===== src/rtl/mem_ctrl_pkg.sv =====
// Shared constants for the RAM port sequencer: requester status codes,
// bus widths and load/store size encodings, plus a size-to-byte-count helper.
// No logic or latency of its own; no flow control.
package mem_ctrl_pkg;

    localparam int ADDRLEN = 32;
    localparam int INSTLEN = 32;

    // Status codes shown to each requester
    localparam logic [1:0] ST_INIT = 2'b00;
    localparam logic [1:0] ST_BUSY = 2'b01;
    localparam logic [1:0] ST_DONE = 2'b10;

    // ls_size encodings
    localparam logic [1:0] SIZE_B = 2'b00;
    localparam logic [1:0] SIZE_H = 2'b01;
    localparam logic [1:0] SIZE_W = 2'b10;

    // Number of RAM byte cycles for an LS access; the unused code 11 is treated as a word
    function automatic logic [2:0] size_to_len(input logic [1:0] size);
        case (size)
            SIZE_B:  size_to_len = 3'd1;
            SIZE_H:  size_to_len = 3'd2;
            default: size_to_len = 3'd4;
        endcase
    endfunction

endpackage


===== src/rtl/mem_ctrl.sv =====
// Shares one byte-wide RAM port between IF fetches and LS accesses (optional MC_IO_STALL_EN IO-store stall).
// Latency: N-byte read Done after edge E(N+RAM_LAT); N-byte write Done after edge E(N); Done lasts 1 cycle.
// Backpressure: non-preemptive, LS wins at accept; the loser sees Init and is accepted in a later IDLE cycle.
module mem_ctrl
    import mem_ctrl_pkg::*;
#(
    parameter int RAM_LAT = 1
`ifdef MC_IO_STALL_EN
    ,
    parameter logic [ADDRLEN-1:0] IO_ADDR = 32'h0003_0000
`endif
) (
    input  logic               clk,
    input  logic               rst,
    input  logic               flush,
    input  logic               if_readwrite,
    input  logic [ADDRLEN-1:0] if_addr,
    output logic [1:0]         if_status,
    output logic [INSTLEN-1:0] data_from_mem,
    input  logic               ls_req,
    input  logic               ls_we,
    input  logic [1:0]         ls_size,
    input  logic [ADDRLEN-1:0] ls_addr,
    input  logic [31:0]        ls_wdata,
    output logic [1:0]         ls_status,
    output logic [31:0]        ls_rdata,
    input  logic [7:0]         mem_din,
    output logic [7:0]         mem_dout,
    output logic [ADDRLEN-1:0] mem_a,
    output logic               mem_wr
`ifdef MC_IO_STALL_EN
    ,
    input  logic               io_buffer_full
`endif
);

    // Counter must reach 4 + RAM_LAT, the last edge of a word read
    localparam int CW = $clog2(4 + RAM_LAT + 1);

    typedef enum logic [2:0] {
        S_IDLE, S_IF_RD, S_LS_RD, S_LS_WR, S_DONE_IF, S_DONE_LS
    } state_t;

    state_t              r_state, w_next;
    logic [CW-1:0]       r_cnt;       // edges elapsed since the accept edge
    logic [2:0]          r_len;       // bytes in the current access
    logic [ADDRLEN-1:0]  r_addr;
    logic [31:0]         r_wdata;
    logic [ADDRLEN-1:0]  r_mem_a;
    logic [7:0]          r_mem_dout;
    logic                r_mem_wr;
    logic [INSTLEN-1:0]  r_if_data;
    logic [31:0]         r_ls_rdata;

    logic                w_ls_ok;
    logic                w_wr_hold;
    logic                w_last_rd;
    logic                w_last_wr;
    logic [1:0]          w_rd_idx;
    logic [1:0]          w_wr_idx;

`ifdef MC_IO_STALL_EN
    // IO stores wait for room in the IO output FIFO, both at accept and mid-burst
    assign w_ls_ok   = ls_req && !(ls_we && (ls_addr >= IO_ADDR) && io_buffer_full);
    assign w_wr_hold = io_buffer_full && (r_addr >= IO_ADDR);
`else
    assign w_ls_ok   = ls_req;
    assign w_wr_hold = 1'b0;
`endif

    // Read byte k lands RAM_LAT+1 edges after its address was driven
    assign w_rd_idx  = 2'(r_cnt - CW'(RAM_LAT + 1));
    assign w_wr_idx  = r_cnt[1:0];
    assign w_last_rd = (r_cnt == CW'(r_len) + CW'(RAM_LAT));
    assign w_last_wr = (r_cnt == CW'(r_len));

    assign mem_a         = r_mem_a;
    assign mem_dout      = r_mem_dout;
    assign mem_wr        = r_mem_wr;
    assign data_from_mem = r_if_data;
    assign ls_rdata      = r_ls_rdata;

    // State register
    always_ff @(posedge clk or negedge rst) begin
        if (!rst) r_state <= S_IDLE;
        else      r_state <= w_next;
    end

    // Next state and requester status
    always_comb begin
        w_next    = r_state;
        if_status = ST_INIT;
        ls_status = ST_INIT;
        case (r_state)
            S_IDLE: begin
                if (w_ls_ok)           w_next = ls_we ? S_LS_WR : S_LS_RD;
                else if (if_readwrite) w_next = S_IF_RD;
            end
            S_IF_RD: begin
                if_status = ST_BUSY;
                if (flush)          w_next = S_IDLE;
                else if (w_last_rd) w_next = S_DONE_IF;
            end
            S_LS_RD: begin
                ls_status = ST_BUSY;
                if (w_last_rd) w_next = S_DONE_LS;
            end
            S_LS_WR: begin
                ls_status = ST_BUSY;
                if (!w_wr_hold && w_last_wr) w_next = S_DONE_LS;
            end
            S_DONE_IF: begin
                if_status = ST_DONE;
                w_next    = S_IDLE;
            end
            S_DONE_LS: begin
                ls_status = ST_DONE;
                w_next    = S_IDLE;
            end
            default: w_next = S_IDLE;
        endcase
    end

    // Request latching, byte-serial address/data drive and read-byte assembly
    always_ff @(posedge clk or negedge rst) begin
        if (!rst) begin
            r_cnt      <= '0;
            r_len      <= '0;
            r_addr     <= '0;
            r_wdata    <= '0;
            r_mem_a    <= '0;
            r_mem_dout <= '0;
            r_mem_wr   <= 1'b0;
            r_if_data  <= '0;
            r_ls_rdata <= '0;
        end else begin
            case (r_state)
                S_IDLE: begin
                    if (w_ls_ok) begin
                        r_addr  <= ls_addr;
                        r_wdata <= ls_wdata;
                        r_len   <= size_to_len(ls_size);
                        r_mem_a <= ls_addr;
                        r_cnt   <= CW'(1);
                        if (ls_we) begin
                            r_mem_dout <= ls_wdata[7:0];
                            r_mem_wr   <= 1'b1;
                        end else begin
                            r_ls_rdata <= '0;   // zero-extension for short loads
                        end
                    end else if (if_readwrite) begin
                        r_addr  <= if_addr;
                        r_len   <= 3'd4;
                        r_mem_a <= if_addr;
                        r_cnt   <= CW'(1);
                    end
                end
                S_IF_RD, S_LS_RD: begin
                    if (!(r_state == S_IF_RD && flush)) begin
                        if (r_cnt < CW'(r_len))
                            r_mem_a <= r_addr + 32'(r_cnt);
                        if (r_cnt >= CW'(RAM_LAT + 1)) begin
                            if (r_state == S_IF_RD) r_if_data[{w_rd_idx, 3'b000} +: 8] <= mem_din;
                            else                    r_ls_rdata[{w_rd_idx, 3'b000} +: 8] <= mem_din;
                        end
                        r_cnt <= r_cnt + CW'(1);
                    end
                end
                S_LS_WR: begin
                    if (w_wr_hold) begin
                        r_mem_wr <= 1'b0;
                    end else if (r_cnt < CW'(r_len)) begin
                        r_mem_a    <= r_addr + 32'(r_cnt);
                        r_mem_dout <= r_wdata[{w_wr_idx, 3'b000} +: 8];
                        r_mem_wr   <= 1'b1;
                        r_cnt      <= r_cnt + CW'(1);
                    end else begin
                        r_mem_wr <= 1'b0;
                    end
                end
                default: ;
            endcase
        end
    end

endmodule


===== config.mk =====
export PLATFORM = sky130hd
export DESIGN_NAME = mem_ctrl
export DESIGN_NICKNAME = d
export VERILOG_FILES = /design/src/rtl/mem_ctrl_pkg.sv /design/src/rtl/mem_ctrl.sv
export SDC_FILE = /design/constraint.sdc
export NUM_CORES = 1
export LEC_CHECK = 0
export CAP_MARGIN = 40
export CORE_MARGIN = 1
export CORE_UTILIZATION = 53
export DETAILED_ROUTE_END_ITERATION = 10
export GPL_ROUTABILITY_DRIVEN = 0
export PLACE_DENSITY_LB_ADDON = 0.1
export SYNTH_ARGS = -nofsm -noshare
export SYNTH_HDL_FRONTEND = slang
export SYNTH_SLANG_ARGS = --single-unit

===== constraint.sdc =====
create_clock -name clk -period 3.4 [get_ports clk]
set_input_delay 0.68 -clock clk [delete_from_list [all_inputs] [get_ports clk]]
set_output_delay 0.68 -clock clk [all_outputs]
set_load 0.01 [all_outputs]

==> impl_metrics.yaml <==
run_status:
  status: "finished, final reports clean"
power_and_ir_drop:
  pwr-share-comb_pct: 42.8
  clock_power_share_pct: 21.0
  switching_share_pct: 36.3
  power_frac_seq_pct: 36.3
  power.switching_mw: 3.72
  p_total_mw: 10.2
  p_int_mw: 6.52
  p_leak_nw: 4.99
  ir_worst_vdd_v: 0.000668
  p_per_area_mw_per_mm2: 885
setup_path:
  rrSetupSlack_ns: 0.87
  cp.buffers_inverters: 1
  slowest_delay_ns: 0.57
  cp-endpoint: "if_status[1]"
  r2r_cells: 8
  slowest_stage: "clkdlybuf4s50_1"
  reg2reg_to: "mem_a[16]"
  crit_start: "r_state[0]"
  crit_chain: "nor2_1 > and2_1 > clkdlybuf4s50_1"
  critPathArrivalTime_ns: 2.04
  critPathTopFamily: "buffers and inverters"
  r2r_start: "r_cnt[0]"
  crit_type: "register to output port"
  cp-end-kind: "output port"
  cp-start-kind: "register"
  required_ns: 2.72
  cp.depth: 3
  path_max_fanout: 16
detailed_routing:
  wirelength_um: 21100
  dr.pass1.iters: 5
  first_iter_violations: 471
  wl_per_cell_um: 17.1
  ant_nets: 0
  vias: 6833
  via_per_inst: 5.54
  drc: 0
clock_tree:
  hold_buffers: 0
  cts.sinks: 178
  cts_resized: 0
  htreeDepth: 4
  cts_root_buffer: "clkbuf_16"
  clockBufferDepth: 2
  clock_latency_ns: 0.44
  post-cts-setup-buffers: 0
  cts_tree: "done"
  cts_buffers: 17
  clk_pin_slew_ns: 0.07
floorplan:
  die-area_mm2: 0.0166
  row_count: 46
  start_util_pct: 54.0
  ioPinCount: 221
  fp.coreArea_mm2: 0.0158
  dieWidth_um: 129
  chipHeight_um: 129
cells_and_area:
  multi_input_area_mm2: 0.00381
  seq_area_mm2: 0.00445
  syn_to_final_growth_pct: 35.5
  layout.nets: 1129
  n_antenna_cell: 0
  finalNonFillerCells: 1234
  fill_cells: 1155
  drive_above_1_share_pct: 11.9
logic_synthesis:
  ys_seq_area_share_pct: 52.1
  synthFlopType: "dfrtp_1"
  synth_edf_count: 0
  synth_cells: 802
  synth_fp_nets: 926
  async_flop_share_pct: 100
  synthDistinctLibCells: 62
  avgSynthCellArea_um2: 10.7
  synth_seq_cells: 178
  syn_area_mm2: 0.00854
  yosysWarnings: 0
placement:
  portBuffers: 220
  dp.cells: 1202
  hpwl_um: 15000
global_route:
  grt_pass1_wl_um: 33800
  overflow: 0
  track_usage_pct: 26.7
  antenna_found_initial: 0
  grt_pass1_vias: 6540
  grt_max_degree: 84
timing:
  finalHoldViolations: 0
  layout_min_cycle_time_ns: 2.72
  timing.fmax_mhz: 367
  relSlewSlack_pct: 48.4
  fin_crit_sh_pct: 80.1
  slew_violations: 0
  rsz0062_at_grt: "false"
  tns_ns: 0
  skew_ns: 0.0118
  setup_viol: 0
  worst_pin_slew_ns: 0.774
  hold-worst-slack_ns: 0.283
job:
  max-cap-violations: 0
min_path:
  hold_path.class: "input pin to asynchronous set/reset pin"
[layer usage]
| layer | vias to the layer above | track usage, % | share of wire [%] | routed length, um |
|---|---|---|---|---|
| li1 | 3269 | - | - | - |
| met1 | 3289 | 36.1 | 45 | 9480 |
| met2 | 243 | 43.4 | 48 | 10000 |
| met3 | 32 | 5.41 | 5.6 | 1180 |
| met4 | 0 | 8.51 | 1.9 | 398 |
| met5 | - | 0 | 0 | 0 |
[stage by stage]
stage          util [%]  cell area (um^2)  setup slack, ns
3_3_place_gp       69.0             10900            0.738
6_report           73.1             11600            0.678
3_5_place_dp       69.0             10900            0.705
4_1_cts            73.1             11600            0.682
5_1_grt            73.1             11600            0.541
2_1_floorplan         -              8540             1.09
[cell type report]
type	count	share of cell area [%]
timing repair buffer	235	20.1
tap	216	2.34
clock buffer	19	3.91
clock inverter	13	1.69
sequential	178	38.5
multi-input combinational	554	32.9
inverter	19	0.616
[synth_stat cells (8+ instances only)]
library cell	count	share of area (%)
dfrtp_1	178	52
nand2_1	107	4.7
o21ai_0	76	4.5
mux2_2	49	6.5
nor2_1	38	1.7
a22o_1	33	3.4
mux2i_1	29	3.4
a21oi_1	24	1.4
nand3_1	24	1.4
xor2_1	20	2.1
clkbuf_1	19	0.83
inv_1	19	0.83
buf_2	18	1.1
and3_1	12	0.88
buf_1	11	0.48
ha_1	11	1.6
a21o_1	10	0.88
mux4_2	8	2.1
nand4_1	8	0.59
nor3_1	8	0.47
o21a_1	8	0.70
[worst reg2reg max path: stages, from the launching register on]
cell and delay, ns:
dfrtp_1 0.48, ha_1 0.27, fa_1 0.40, a21oi_1 0.38, nor4_2 0.11, buf_4 0.20
nor4b_1 0.15, o311ai_0 0.31, nand2_1 0.10
[worst min path at each step]
stage	cells past startpoint	slack (ns)	endpoint	from
final	1	0.28	data_from_mem[22]	rst
after global routing	1	0.35	data_from_mem[23]	rst
after CTS	1	0.32	data_from_mem[22]	rst
after detailed placement	2	0.47	data_from_mem[24]	data_from_mem[24]
after global placement	2	0.46	data_from_mem[21]	data_from_mem[21]
after floorplan	0	0.38	data_from_mem[0]	rst
[power groups by stage]
stage	clock, mW	combinational [mW]	sequential [mW]
2_1_floorplan	0	2.51	3.75
3_3_place_gp	0	4.27	3.71
3_5_place_dp	0	4.38	3.73
4_1_cts	2.17	4.41	3.70
5_1_grt	2.25	4.83	3.82
6_report	2.15	4.38	3.72
[placed cells by master (no fill, tap or decap), drive strengths merged, types with 3 or more instances in the layout]
master         Yosys  final
o21a               8      8
xnor2              6      6
clkinv             0      3
nor3              11     11
ha                11     11
a211oi             6      6
inv               19     23
mux2              49     49
o211ai             3      3
o21ai             82     82
dfrtp            178    178
a31oi              5      5
nor4               8      8
nor2b              5      5
nand3             26     26
clkdlybuf4s50      0    218
mux4               8      8
and2               7      7
a22o              33     33
a21oi             24     24
clkbuf            20     19
buf               31     17
bufinv             0      4
nand4              9      9
or2                3      3
mux2i             29     29
a21o              10     10
nand2            107    107
and3              12     12
nand2b             3      3
a32o               3      3
nor2              39     39
xor2              20     20
[kinds of logic (layout without fill, tap and decap cells)]
group / count (synthesis) / after routing / synth area share, %
simple gates: 243 / 243 / 13.9
compound gates: 187 / 187 / 14.1
flops: 178 / 178 / 52.1
mux: 86 / 86 / 12.0
buf+inv: 70 / 286 / 3.44
xor+xnor: 26 / 26 / 2.67
fa+ha+maj: 12 / 12 / 1.85
[sequential cells by signal, indices dropped and copies added (netlist names)]
name / cells
data_from_mem: 32
ls_rdata: 32
mem_a: 32
r_addr: 32
r_wdata: 32
mem_dout: 8
r_cnt: 3
r_len: 3
r_state: 3
mem_wr: 1
No activity file was read; power rests on OpenSTA's default activity.
